[src/rtl/pipe_hazard_ctrl_pkg.sv]
// Shared sizing helpers for the hazard/forwarding controller.
// A tag is packed as {vld, regwr, load, dst, rs, rt, use_rs, use_rt}, so vld is always the MSB.
package pipe_hazard_ctrl_pkg;

  localparam int TAG_FLAG_BITS = 5;

  function automatic int tag_w(input int reg_aw);
    return TAG_FLAG_BITS + 3 * reg_aw;
  endfunction

  function automatic int sel_w(input int depth);
    return $clog2(depth + 1);
  endfunction

endpackage

[src/rtl/pipe_hazard_ctrl_if.sv]
// ID-stage request and hazard-control response bundle between the CPU pipeline and the controller.
interface pipe_hazard_ctrl_if
  import pipe_hazard_ctrl_pkg::*;
#(
  parameter int REG_AW = 5,
  parameter int DEPTH  = 3,
  parameter int CNT_W  = 16
);
  localparam int SEL_W = sel_w(DEPTH);

  logic              id_valid_i;
  logic [REG_AW-1:0] id_rs_i;
  logic [REG_AW-1:0] id_rt_i;
  logic              id_use_rs_i;
  logic              id_use_rt_i;
  logic [REG_AW-1:0] id_dst_i;
  logic              id_regwr_i;
  logic              id_load_i;
  logic              branch_taken_i;

  logic              pc_write_o;
  logic              ifid_write_o;
  logic              ifid_flush_o;
  logic              idex_bubble_o;
  logic [SEL_W-1:0]  fwd_a_sel_o;
  logic [SEL_W-1:0]  fwd_b_sel_o;
  logic [CNT_W-1:0]  stall_cnt_o;
  logic [CNT_W-1:0]  flush_cnt_o;

  modport master (
    output id_valid_i, id_rs_i, id_rt_i, id_use_rs_i, id_use_rt_i,
           id_dst_i, id_regwr_i, id_load_i, branch_taken_i,
    input  pc_write_o, ifid_write_o, ifid_flush_o, idex_bubble_o,
           fwd_a_sel_o, fwd_b_sel_o, stall_cnt_o, flush_cnt_o
  );

  modport slave (
    input  id_valid_i, id_rs_i, id_rt_i, id_use_rs_i, id_use_rt_i,
           id_dst_i, id_regwr_i, id_load_i, branch_taken_i,
    output pc_write_o, ifid_write_o, ifid_flush_o, idex_bubble_o,
           fwd_a_sel_o, fwd_b_sel_o, stall_cnt_o, flush_cnt_o
  );
endinterface

[src/rtl/pipe_hazard_ctrl_tag_stage.sv]
// One shadow-pipeline tag register; the invalidate input clears only the valid bit (MSB).
module hazard_tag_stage #(
  parameter int TAG_W = 8
) (
  input  logic             clk_i,
  input  logic             rst_i,
  input  logic             ld_i,
  input  logic             inv_i,
  input  logic [TAG_W-1:0] d_i,
  output logic [TAG_W-1:0] q_o
);
  logic [TAG_W-1:0] tag_q;
  logic [TAG_W-1:0] tag_d;

  always_comb begin
    tag_d = d_i;
    if (inv_i) tag_d[TAG_W-1] = 1'b0;
  end

  always_ff @(posedge clk_i or negedge rst_i) begin
    if (!rst_i) begin
      tag_q <= '0;
    end else if (ld_i) begin
      tag_q <= tag_d;
    end
  end

  assign q_o = tag_q;
endmodule

[src/rtl/pipe_hazard_ctrl.sv]
// Hazard and forwarding controller: tracks in-flight destinations in a shadow tag pipeline and
// derives stall, bubble, flush and per-operand forward selects from it.
module pipe_hazard_ctrl
  import pipe_hazard_ctrl_pkg::*;
#(
  parameter int REG_AW   = 5,
  parameter int DEPTH    = 3,
  parameter int LOAD_LAT = 1,
  parameter int BR_STAGE = 2,
  parameter int CNT_W    = 16
) (
  input  logic               clk_i,
  input  logic               rst_i,
  pipe_hazard_ctrl_if.slave  bus
);
  localparam int SEL_W = sel_w(DEPTH);
  localparam int TAG_W = tag_w(REG_AW);

  typedef struct packed {
    logic              vld;
    logic              regwr;
    logic              load;
    logic [REG_AW-1:0] dst;
    logic [REG_AW-1:0] rs;
    logic [REG_AW-1:0] rt;
    logic              use_rs;
    logic              use_rt;
  } tag_t;

  tag_t             tag_q [1:DEPTH];
  tag_t             id_tag;
  tag_t             s1_d;
  logic             stall_raw;
  logic             stall;
  logic             flush;
  logic [SEL_W-1:0] sel_a;
  logic [SEL_W-1:0] sel_b;
  logic [CNT_W-1:0] stall_cnt_q, stall_cnt_d;
  logic [CNT_W-1:0] flush_cnt_q, flush_cnt_d;

  function automatic logic match(input tag_t t, input logic [REG_AW-1:0] r);
    return t.vld && t.regwr && (t.dst == r) && (r != '0);
  endfunction

  assign id_tag = {bus.id_valid_i, bus.id_regwr_i, bus.id_load_i, bus.id_dst_i,
                   bus.id_rs_i, bus.id_rt_i, bus.id_use_rs_i, bus.id_use_rt_i};

  // A flush wins over a stall; both are masked while reset is held so outputs settle immediately.
  always_comb begin
    stall_raw = 1'b0;
    for (int s = 1; s <= LOAD_LAT; s++) begin
      if (tag_q[s].load &&
          ((bus.id_use_rs_i && match(tag_q[s], bus.id_rs_i)) ||
           (bus.id_use_rt_i && match(tag_q[s], bus.id_rt_i))))
        stall_raw = 1'b1;
    end
    stall_raw = stall_raw && bus.id_valid_i;
    flush     = rst_i && bus.branch_taken_i;
    stall     = rst_i && stall_raw && !bus.branch_taken_i;
    s1_d      = (bus.id_valid_i && !stall_raw && !bus.branch_taken_i) ? id_tag : '0;
  end

  // Scan oldest to youngest so the youngest eligible producer is the last one written.
  always_comb begin
    sel_a = '0;
    sel_b = '0;
    for (int s = DEPTH; s >= 2; s--) begin
      if ((!tag_q[s].load || (s >= 2 + LOAD_LAT)) && match(tag_q[s], tag_q[1].rs))
        sel_a = SEL_W'(s);
      if ((!tag_q[s].load || (s >= 2 + LOAD_LAT)) && match(tag_q[s], tag_q[1].rt))
        sel_b = SEL_W'(s);
    end
    if (!(rst_i && tag_q[1].vld && tag_q[1].use_rs)) sel_a = '0;
    if (!(rst_i && tag_q[1].vld && tag_q[1].use_rt)) sel_b = '0;
  end

  for (genvar gi = 1; gi <= DEPTH; gi++) begin : g_stage
    logic [TAG_W-1:0] d_vec;
    logic [TAG_W-1:0] q_vec;
    if (gi == 1) begin : g_head
      assign d_vec = s1_d;
    end else begin : g_tail
      assign d_vec = tag_q[gi-1];
    end
    hazard_tag_stage #(.TAG_W(TAG_W)) u_stage (
      .clk_i (clk_i),
      .rst_i (rst_i),
      .ld_i  (1'b1),
      .inv_i (flush && (gi < BR_STAGE)),
      .d_i   (d_vec),
      .q_o   (q_vec)
    );
    assign tag_q[gi] = q_vec;
  end

  always_comb begin
    stall_cnt_d = stall_cnt_q;
    flush_cnt_d = flush_cnt_q;
    if (stall && (stall_cnt_q != '1)) stall_cnt_d = stall_cnt_q + CNT_W'(1);
    if (flush && (flush_cnt_q != '1)) flush_cnt_d = flush_cnt_q + CNT_W'(1);
  end

  always_ff @(posedge clk_i or negedge rst_i) begin
    if (!rst_i) begin
      stall_cnt_q <= '0;
      flush_cnt_q <= '0;
    end else begin
      stall_cnt_q <= stall_cnt_d;
      flush_cnt_q <= flush_cnt_d;
    end
  end

  assign bus.pc_write_o    = !stall;
  assign bus.ifid_write_o  = !stall;
  assign bus.ifid_flush_o  = flush;
  assign bus.idex_bubble_o = flush || stall;
  assign bus.fwd_a_sel_o   = sel_a;
  assign bus.fwd_b_sel_o   = sel_b;
  assign bus.stall_cnt_o   = stall_cnt_q;
  assign bus.flush_cnt_o   = flush_cnt_q;
endmodule

[src/flat_wrapper.sv]
// flat-port wrapper written by rule: the top's interface ports become plain ports
module pipe_hazard_ctrl_flat import pipe_hazard_ctrl_pkg::*;
#(
  parameter int REG_AW   = 5,
  parameter int DEPTH    = 3,
  parameter int LOAD_LAT = 1,
  parameter int BR_STAGE = 2,
  parameter int CNT_W    = 16
)
  (clk_i, rst_i, bus_id_valid_i, bus_id_rs_i, bus_id_rt_i, bus_id_use_rs_i, bus_id_use_rt_i, bus_id_dst_i, bus_id_regwr_i, bus_id_load_i, bus_branch_taken_i, bus_pc_write_o, bus_ifid_write_o, bus_ifid_flush_o, bus_idex_bubble_o, bus_fwd_a_sel_o, bus_fwd_b_sel_o, bus_stall_cnt_o, bus_flush_cnt_o);
  pipe_hazard_ctrl_if #(.REG_AW(REG_AW), .DEPTH(DEPTH), .CNT_W(CNT_W)) bus_i ();
  input  logic clk_i;
  input  logic rst_i;
  input wire logic [$bits(bus_i.id_valid_i)-1:0] bus_id_valid_i;
  input wire logic [$bits(bus_i.id_rs_i)-1:0] bus_id_rs_i;
  input wire logic [$bits(bus_i.id_rt_i)-1:0] bus_id_rt_i;
  input wire logic [$bits(bus_i.id_use_rs_i)-1:0] bus_id_use_rs_i;
  input wire logic [$bits(bus_i.id_use_rt_i)-1:0] bus_id_use_rt_i;
  input wire logic [$bits(bus_i.id_dst_i)-1:0] bus_id_dst_i;
  input wire logic [$bits(bus_i.id_regwr_i)-1:0] bus_id_regwr_i;
  input wire logic [$bits(bus_i.id_load_i)-1:0] bus_id_load_i;
  input wire logic [$bits(bus_i.branch_taken_i)-1:0] bus_branch_taken_i;
  output wire logic [$bits(bus_i.pc_write_o)-1:0] bus_pc_write_o;
  output wire logic [$bits(bus_i.ifid_write_o)-1:0] bus_ifid_write_o;
  output wire logic [$bits(bus_i.ifid_flush_o)-1:0] bus_ifid_flush_o;
  output wire logic [$bits(bus_i.idex_bubble_o)-1:0] bus_idex_bubble_o;
  output wire logic [$bits(bus_i.fwd_a_sel_o)-1:0] bus_fwd_a_sel_o;
  output wire logic [$bits(bus_i.fwd_b_sel_o)-1:0] bus_fwd_b_sel_o;
  output wire logic [$bits(bus_i.stall_cnt_o)-1:0] bus_stall_cnt_o;
  output wire logic [$bits(bus_i.flush_cnt_o)-1:0] bus_flush_cnt_o;
  assign bus_i.id_valid_i = bus_id_valid_i;
  assign bus_i.id_rs_i = bus_id_rs_i;
  assign bus_i.id_rt_i = bus_id_rt_i;
  assign bus_i.id_use_rs_i = bus_id_use_rs_i;
  assign bus_i.id_use_rt_i = bus_id_use_rt_i;
  assign bus_i.id_dst_i = bus_id_dst_i;
  assign bus_i.id_regwr_i = bus_id_regwr_i;
  assign bus_i.id_load_i = bus_id_load_i;
  assign bus_i.branch_taken_i = bus_branch_taken_i;
  assign bus_pc_write_o = bus_i.pc_write_o;
  assign bus_ifid_write_o = bus_i.ifid_write_o;
  assign bus_ifid_flush_o = bus_i.ifid_flush_o;
  assign bus_idex_bubble_o = bus_i.idex_bubble_o;
  assign bus_fwd_a_sel_o = bus_i.fwd_a_sel_o;
  assign bus_fwd_b_sel_o = bus_i.fwd_b_sel_o;
  assign bus_stall_cnt_o = bus_i.stall_cnt_o;
  assign bus_flush_cnt_o = bus_i.flush_cnt_o;
  pipe_hazard_ctrl #(.REG_AW(REG_AW), .DEPTH(DEPTH), .LOAD_LAT(LOAD_LAT), .BR_STAGE(BR_STAGE), .CNT_W(CNT_W)) u_core (.clk_i(clk_i), .rst_i(rst_i), .bus(bus_i));
endmodule
[config.mk]
export PLATFORM = sky130hd
export DESIGN_NAME = pipe_hazard_ctrl_flat
export DESIGN_NICKNAME = d
export VERILOG_FILES = /design/src/rtl/pipe_hazard_ctrl_pkg.sv /design/src/rtl/pipe_hazard_ctrl_if.sv /design/src/rtl/pipe_hazard_ctrl_tag_stage.sv /design/src/rtl/pipe_hazard_ctrl.sv /design/src/flat_wrapper.sv
export SDC_FILE = /design/constraint.sdc
export NUM_CORES = 1
export LEC_CHECK = 0
export BUFFER_PORTS_ARGS = -buffer_cell sky130_fd_sc_hd__buf_2
export CORE_MARGIN = 2
export CORE_UTILIZATION = 46
export CTS_CLUSTER_SIZE = 40
export DETAILED_ROUTE_END_ITERATION = 7
export PLACE_DENSITY = 0.66
export SYNTH_ARGS = -nofsm -noshare
export SYNTH_HDL_FRONTEND = slang
export SYNTH_HIERARCHICAL = 1
export SYNTH_SLANG_ARGS = --single-unit
[constraint.sdc]
create_clock -name clk_i -period 2.15 [get_ports clk_i]
set_input_delay 0.43 -clock clk_i [delete_from_list [all_inputs] [get_ports clk_i]]
set_output_delay 0.43 -clock clk_i [all_outputs]
set_load 0.005 [all_outputs]
==> impl_metrics.env, run 1 <==
export IMPL_p_int_uw=2210
export IMPL_first_global_vias=2559
export IMPL_drive_above_1_share=0.431
export IMPL_root_buffer="clkbuf_8"
export IMPL_p_total_uw=3020
export IMPL_cellPowerDensity_nw_per_um2=678
export IMPL_failed_checks="setup timing"
export IMPL_crit_fanout=4
export IMPL_htree_num_levels=3
export IMPL_die_x_microns=92.1
export IMPL_cts_path_max_buffers=2
export IMPL_drv_slew=0
export IMPL_ir_drop_v=0.000546
export IMPL_status="finished, violations left"
export IMPL_rsz0062_at_grt="yes"
export IMPL_clkTransAtPathRegs_ns=0.07
export IMPL_gp_congestion=0.779
export IMPL_antenna_found_initial=0
export IMPL_hold_path_class="in2async"
export IMPL_detail_route_antenna_nets=0
export IMPL_startpoint_type="flip-flop"
export IMPL_seqPwrFrac=0.498
export IMPL_die_area_sq_um=8480
export IMPL_n_fill_cell=682
export IMPL_grt_overflow_total=0
export IMPL_register_area_sq_um=1690
export IMPL_postLayoutSetupSlackWorst_ns=-0.144
export IMPL_grt_pass1_wl_mm=12.5
export IMPL_final_nets=421
export IMPL_cap_violations=0
export IMPL_fin_crit_ns=2.29
export IMPL_synth_area_sq_um=3570
export IMPL_dp_hpwl_mm=5.42
export IMPL_grt_max_degree=28
export IMPL_p_sw_frac=0.269
export IMPL_syn_avg_cell_area_sq_um=11.8
export IMPL_holdWs_ns=0.215
export IMPL_io_buffers=62
export IMPL_area_delta_synth_final_pct=24.7
export IMPL_finalNonFillerCells=503
export IMPL_leakage_uw=0.00214
export IMPL_arrival_ns=1.86
export IMPL_drc=0
export IMPL_syn_inst=303
export IMPL_initial_utilization=0.469
export IMPL_fmax_mhz=436
export IMPL_place_ws_ns=0.103
export IMPL_tritoncts="yes"
export IMPL_grt_usage=0.190
export IMPL_min_period_over_period=1.07
export IMPL_dpl_cell_count=473
export IMPL_drtIter0Drc=106
export IMPL_multi_input_area_sq_um=1900
export IMPL_path_class="reg2out"
export IMPL_numCtsBuffers=9
export IMPL_io_pins=63
export IMPL_drt_pass1_iter_count=4
export IMPL_switchingPower_uw=812
export IMPL_diodes=0
export IMPL_vias_per_cell=5.03
export IMPL_die_h_microns=92.1
export IMPL_num_vias=2528
export IMPL_fin_worst_skew_ns=0.00923
export IMPL_insertion_delay_ns=0.35
export IMPL_cts_sinks=67
export IMPL_p_comb_frac=0.161
export IMPL_wire_per_inst_microns=15.5
export IMPL_hold_viol_final=0
export IMPL_setup_viol=5
export IMPL_required_ns=1.72
export IMPL_num_rows=32
export IMPL_drt_wl_total_mm=7.82
export IMPL_yosysWarnings=6
export IMPL_end_kind="output pin"
export IMPL_p_clk_frac=0.341
export IMPL_coreArea_sq_um=7610
## area by class of cell
| class | instances | area share |
|---|---|---|
| well taps | 102 | 0.0287 |
| clock inverters | 5 | 0.0118 |
| multi-input cells | 227 | 0.427 |
| repair buffers | 85 | 0.116 |
| clock buffers | 11 | 0.0318 |
| inverters | 6 | 0.00506 |
| flip-flops and latches | 67 | 0.381 |
## path summary, 6_finish.rpt
check	startpoint	to	slack, ns	depth (start not counted)
setup / recovery	u_core/g_stage[1].u_stage/q_o[7]	bus_fwd_a_sel_o[0]	-0.14	5
hold / removal	rst_i	u_core/bus.flush_cnt_o[15]	0.21	2
setup reg to reg	u_core/g_stage[1].u_stage/q_o[12]	u_core/g_stage[1].u_stage/q_o[12]	0.13	8
hold reg to reg	u_core/bus.flush_cnt_o[15]	u_core/bus.flush_cnt_o[15]	0.50	1
max in group asynchronous	rst_i	u_core/bus.flush_cnt_o[7]	1.40	2
min in group clk_i	bus_id_dst_i[4]	u_core/g_stage[1].u_stage/q_o[16]	0.43	3
## repair_timing
item,CTS,global route
resized for setup,19,19
setup buffers,13,0
endpoints found under the hold margin,2,0
gates cloned,0,0
hold buffers,1,0
pin swaps,17,6
setup endpoints to repair,7,7
## power by group through the flow
stage          Clock, uW  Combinational, uW  Sequential, uW
2_1_floorplan          0                287            1500
3_3_place_gp           0                429            1520
3_5_place_dp           0                437            1520
4_1_cts             1060                471            1500
5_1_grt             1110                537            1520
6_report            1030                487            1500
## cells in the final DEF (no fill, tap or decap), drive strengths merged, types with 6 or more instances in the layout
cell type,count
conb,10
nand3,20
and3,6
nand2,17
clkbuf,11
dfrtp,67
nor3,7
xnor2,44
nand4,13
xor2,9
buf,84
nor4,6
mux2,34
a21oi,7
and2,19
inv,6
## worst max-delay path, cell delays in order, from the launching register on
cell	delay [ns]
dfrtp_2	0.44
buf_4	0.14
xor2_1	0.15
or4_1	0.50
nor3b_2	0.17
buf_2	0.12
## through the flow
stage / setup TNS (ns) / util / area [sq um]
after floorplan: 0 / - / 3600
after global placement: 0 / 0.528 / 4020
after detailed placement: 0 / 0.528 / 4020
after CTS: -0.479 / 0.574 / 4370
after global routing: -1.04 / 0.585 / 4450
final: -0.489 / 0.585 / 4450
## routing by layer
layer | vias up | GRT usage | wire (microns)
li1 | 1232 | - | -
met1 | 1225 | 0.245 | 3520
met2 | 58 | 0.319 | 3850
met3 | 13 | 0.0320 | 309
met4 | 0 | 0.0771 | 142
met5 | - | 0 | 0
## state kept, by name, summed over array words and instances, names as in the netlist
| name | cells |
|---|---|
| u_core/bus.flush_cnt_o | 16 |
| u_core/g_stage.u_stage/q_o | 35 |
| u_core/bus.stall_cnt_o | 16 |
No activity file was read; power rests on OpenSTA's default activity.
==> run 2, diff against run 1 <==
Settings changed: CORE_UTILIZATION 46 to 30, PLACE_DENSITY 0.66 to default, RECOVER_POWER from default to 25.
==> impl_metrics.env, run 2 (synthesized netlist as in run 1, its figures left out) <==
export IMPL_ff2ff_path_depth=8
export IMPL_hold_path_class="in2async"
export IMPL_p_total_uw=3630
export IMPL_gp_congestion=0.836
export IMPL_drive_above_1_share=0.460
export IMPL_finalNonFillerCells=554
export IMPL_coreArea_sq_um=11500
export IMPL_place_ws_ns=0.0218
export IMPL_min_period_over_period=1.07
export IMPL_vias_per_cell=4.72
export IMPL_final_nets=431
export IMPL_slowest_delay_ns=0.45
export IMPL_cts_hold_buf=0
export IMPL_root_buffer="clkbuf_16"
export IMPL_io_buffers=62
export IMPL_insertion_delay_ns=0.33
export IMPL_busiest_layer="met2"
export IMPL_arrival_ns=1.87
export IMPL_use_met1=0.178
export IMPL_cap_violations=0
export IMPL_drv_slew=0
export IMPL_num_rows=39
export IMPL_tritoncts="yes"
export IMPL_grt_max_degree=31
export IMPL_area_delta_synth_final_pct=32.0
export IMPL_drtIter0Drc=101
export IMPL_numCtsBuffers=9
export IMPL_fin_worst_skew_ns=0.00567
export IMPL_leakage_uw=0.00224
export IMPL_ir_drop_v=0.000426
export IMPL_cts_path_max_buffers=2
export IMPL_drt_pass1_iter_count=7
export IMPL_r2r_slack_ns=0.10
export IMPL_grtUsageMet2=0.238
export IMPL_startpoint_type="flip-flop"
export IMPL_status="finished, violations left"
export IMPL_hold_viol_final=0
export IMPL_grt_overflow_total=0
export IMPL_setup_viol=4
export IMPL_initial_utilization=0.310
export IMPL_diodes=0
export IMPL_largest_reg_flops=35
export IMPL_fmax_mhz=435
export IMPL_postLayoutSetupSlackWorst_ns=-0.150
export IMPL_r2r_start="u_core/g_stage[1].u_stage/q_o[16]"
export IMPL_dp_hpwl_mm=6.31
export IMPL_num_vias=2614
export IMPL_tightest_slew_ns=1.26
export IMPL_required_ns=1.72
export IMPL_path_class="reg2out"
export IMPL_r2r_end="u_core/bus.stall_cnt_o[1]"
export IMPL_max_slew_margin=0.158
export IMPL_end_kind="output pin"
export IMPL_finalSetupTns_ns=-0.492
export IMPL_cts_sinks=67
export IMPL_fin_crit_ns=2.30
export IMPL_antenna_found_initial=0
export IMPL_drt_wl_total_mm=8.69
export IMPL_clkTransAtPathRegs_ns=0.06
export IMPL_grt_pass1_wl_mm=14.1
export IMPL_failed_checks="DRC, setup timing"
export IMPL_layout_common_cells="62 x buf_2, 50 x dfrtp_1, 38 x xnor2_1"
export IMPL_crit_fanout=4
export IMPL_die_h_microns=113
export IMPL_path_cells="buf_6 > xnor2_2 > nand3_1 > or4_4 > nor3b_2 > buf_2"
export IMPL_drc=1
export IMPL_die_area_sq_um=12800
export IMPL_slowest_stage="or4_4"
export IMPL_final_common_cell="buf_2"
export IMPL_cellPowerDensity_nw_per_um2=771
export IMPL_wire_per_inst_microns=15.7
export IMPL_die_x_microns=113
export IMPL_htree_num_levels=3
export IMPL_holdWs_ns=0.408
export IMPL_dpl_cell_count=519
export IMPL_grt_usage=0.141
export IMPL_io_pins=63
export IMPL_rsz0062_at_grt="yes"
export IMPL_first_global_vias=2755
export IMPL_detail_route_antenna_nets=0
export IMPL_grt_util_met3=0.0214
-- run 2: cell count changes in the layout (fill, tap and decap cells not counted), moves of 2 or more --
cell	change
xnor2_1	-4
clkbuf_8	-9
clkbuf_16	+9
dfrtp_1	-3
clkinv_2	-2
buf_4	+7
xnor2_2	+4
buf_2	+2
dfrtp_2	+3
-- run 2: worst max path at each step --
stage                                                    to                              start  cells past startpoint  slack (ns)
after floorplan           u_core/g_stage[1].u_stage/q_o[17]  u_core/g_stage[1].u_stage/q_o[16]                      8        0.34
after global placement            u_core/bus.stall_cnt_o[1]                     bus_id_rt_i[4]                      8        0.03
after detailed placement   u_core/g_stage[1].u_stage/q_o[2]                     bus_id_rt_i[4]                      9        0.02
after CTS                                bus_fwd_a_sel_o[0]   u_core/g_stage[1].u_stage/q_o[9]                      5       -0.13
after global routing                     bus_fwd_b_sel_o[0]   u_core/g_stage[1].u_stage/q_o[5]                      6       -0.19
final                                    bus_fwd_b_sel_o[0]   u_core/g_stage[1].u_stage/q_o[5]                      6       -0.15
-- run 2: stage by stage --
| stage | area (sq um) | util |
|---|---|---|
| floorplan | 3600 | - |
| global placement | 4110 | 0.356 |
| detailed placement | 4110 | 0.356 |
| CTS | 4620 | 0.402 |
| global route | 4710 | 0.409 |
| finish | 4710 | 0.409 |
-- run 2: metal layers --
metal	vias up	share of wire
li1	1253	-
met1	1298	0.44
met2	50	0.51
met3	13	0.026
met4	0	0.020
met5	-	0
-- run 2: cell type report --
class | count | area, sq um
fillers | 1122 | 6800
multi-input cells | 227 | 1920
flip-flops and latches | 67 | 1700
repair buffers | 95 | 568
clock buffers | 10 | 239
well taps | 143 | 179
clock inverters | 6 | 88.8
inverters | 6 | 22.5
-- run 2: critical path, delay by kind of cell, from the launching register on --
family	cells	cell delay, ns
simple gates	3	0.71
flops	1	0.44
buf+inv	2	0.27
xor+xnor	1	0.13
-- run 2: power by group --
part | switching, uW | total [uW] | internal [uW]
registers | 137 | 1510 | 1370
logic | 222 | 517 | 296
clock network | 562 | 1610 | 1050
total | 921 | 3630 | 2710
-- run 2: timing repair --
| action | in CTS | in global routing |
|---|---|---|
| buffers inserted | 14 | 6 |
| pin swaps | 10 | 5 |
| endpoints found under the setup margin | 7 | 6 |
| resized for setup | 30 | 12 |
==> run 3, diff against run 2 <==
Settings changed: PLACE_DENSITY from default to 0.52.
==> impl_metrics.env, run 3 (synthesized netlist as in run 1, its figures left out) <==
export IMPL_ir_drop_v=0.000303
export IMPL_vias_per_cell=4.75
export IMPL_drtIter0Drc=93
export IMPL_root_buffer="clkbuf_16"
export IMPL_startpoint_type="flip-flop"
export IMPL_drt_wl_total_mm=8.83
export IMPL_seqPwrFrac=0.418
export IMPL_coreArea_sq_um=11500
export IMPL_gp_congestion=0.772
export IMPL_p_int_uw=2660
export IMPL_detail_route_antenna_nets=0
export IMPL_tritoncts="yes"
export IMPL_grt_usage=0.148
export IMPL_clkTransAtPathRegs_ns=0.06
export IMPL_numCtsBuffers=9
export IMPL_arrival_ns=1.97
export IMPL_slowest_delay_ns=0.51
export IMPL_drive_above_1_share=0.420
export IMPL_cellPowerDensity_nw_per_um2=765
export IMPL_initial_utilization=0.310
export IMPL_wire_per_inst_microns=15.9
export IMPL_grt_overflow_total=0
export IMPL_layout_common_cells="61 x buf_2, 61 x dfrtp_1, 40 x xnor2_1"
export IMPL_placed_cell_area_sq_um=4120
export IMPL_dp_hpwl_mm=6.17
export IMPL_htree_num_levels=3
export IMPL_drt_pass1_iter_count=6
export IMPL_hold_path_class="in2async"
export IMPL_register_area_sq_um=1680
export IMPL_final_nets=432
export IMPL_p_comb_frac=0.144
export IMPL_max_slew_margin=0.177
export IMPL_rsz0062_at_grt="yes"
export IMPL_area_delta_synth_final_pct=31.1
export IMPL_p_clk_frac=0.438
export IMPL_io_pins=63
export IMPL_grt_pass1_wl_mm=14.7
export IMPL_required_ns=1.72
export IMPL_num_vias=2639
export IMPL_fin_util=0.406
export IMPL_multi_input_area_sq_um=1910
export IMPL_cts_path_max_buffers=2
export IMPL_p_sw_frac=0.256
export IMPL_fmax_mhz=417
export IMPL_die_x_microns=113
export IMPL_insertion_delay_ns=0.33
export IMPL_n_fill_cell=1149
export IMPL_grt_max_degree=48
export IMPL_die_area_sq_um=12800
export IMPL_switchingPower_uw=915
export IMPL_diodes=0
export IMPL_tightest_slew_ns=1.24
export IMPL_num_rows=39
export IMPL_postLayoutSetupSlackWorst_ns=-0.249
export IMPL_antenna_found_initial=0
export IMPL_cts_sinks=67
export IMPL_setup_viol=5
export IMPL_failed_checks="DRC, setup timing"
export IMPL_drc=2
export IMPL_path_cells="xnor2_2 > nand3_2 > or4_4 > nor3b_2 > buf_2"
export IMPL_first_global_vias=2718
export IMPL_leakage_uw=0.00224
export IMPL_fin_crit_ns=2.40
export IMPL_slowest_stage="or4_4"
export IMPL_end_kind="output pin"
export IMPL_die_h_microns=113
export IMPL_status="finished, violations left"
export IMPL_fin_worst_skew_ns=0.00372
export IMPL_final_cell_area_sq_um=4680
export IMPL_cap_violations=0
export IMPL_crit_fanout=4
export IMPL_path_class="reg2out"
export IMPL_min_period_over_period=1.12
export IMPL_io_buffers=62
export IMPL_largest_reg_flops=35
export IMPL_hold_viol_final=0
export IMPL_drv_slew=0
-- run 3: power groups by stage --
| stage | Clock [uW] | Combinational [uW] | Sequential (uW) |
|---|---|---|---|
| after floorplan | 0 | 287 | 1500 |
| after global placement | 0 | 447 | 1520 |
| after detailed placement | 0 | 458 | 1520 |
| after CTS | 1610 | 501 | 1500 |
| after global routing | 1680 | 576 | 1520 |
| final | 1570 | 516 | 1500 |
-- run 3: metrics by stage --
stage          power [uW]  setup TNS [ns]  hold WS [ns]  cells  setup slack, ns
5_1_grt              3770           -1.26         0.276    555           -0.272
3_3_place_gp         1960          -0.173         0.298    523           -0.102
3_5_place_dp         1980          -0.149         0.303    523          -0.0834
2_1_floorplan        1790               0         0.134    311            0.344
6_report             3580          -0.769         0.226    555           -0.249
4_1_cts              3610          -0.601         0.187    551           -0.185
-- run 3: worst paths after layout --
| path | startpoint | endpoint | slack (ns) | cells past startpoint |
|---|---|---|---|---|
| worst max-delay path | u_core/g_stage[1].u_stage/q_o[8] | bus_fwd_a_sel_o[0] | -0.25 | 5 |
| max in group asynchronous | rst_i | u_core/g_stage[1].u_stage/q_o[2] | 0.68 | 2 |
| worst min register to register | u_core/bus.stall_cnt_o[10] | u_core/bus.stall_cnt_o[10] | 0.48 | 1 |
| worst min-delay path | rst_i | u_core/g_stage[2].u_stage/q_o[18] | 0.23 | 2 |
| worst max register to register | u_core/g_stage[1].u_stage/q_o[15] | u_core/bus.stall_cnt_o[1] | 0.10 | 8 |
| min in group clk_i | bus_id_dst_i[0] | u_core/g_stage[1].u_stage/q_o[12] | 0.43 | 3 |
-- run 3: cell type report --
class                           count  share of cell area
Timing Repair Buffer               96               0.120
Tap cell                          143              0.0382
Sequential cell                    67               0.360
Inverter                            6             0.00481
Multi-Input combinational cell    227               0.409
Clock inverter                      7              0.0198
Clock buffer                        9              0.0481
-- run 3: critical path: cells and delay by family, from the launching register on --
| family | cells | cell delay [ns] |
|---|---|---|
| flops | 1 | 0.46 |
| simple gates | 3 | 0.84 |
| xor+xnor | 1 | 0.19 |
| buf+inv | 1 | 0.15 |
-- run 3: layer usage --
| metal | GRT usage | up-vias | wire length, microns |
|---|---|---|---|
| met2 | 0.239 | 54 | 4280 |
| met1 | 0.187 | 1308 | 3960 |
| met4 | 0.0626 | 0 | 246 |
| li1 | - | 1258 | - |
| met3 | 0.0412 | 19 | 340 |
| met5 | 0 | - | 0 |
-- run 3: what timing repair did --
item | CTS | global route
setup endpoints to repair | 7 | 10
gates resized for setup | 24 | 14
endpoints found under the hold margin | 1 | 0
buffers inserted | 12 | 4
hold buffers | 1 | 0
pin swaps | 21 | 10
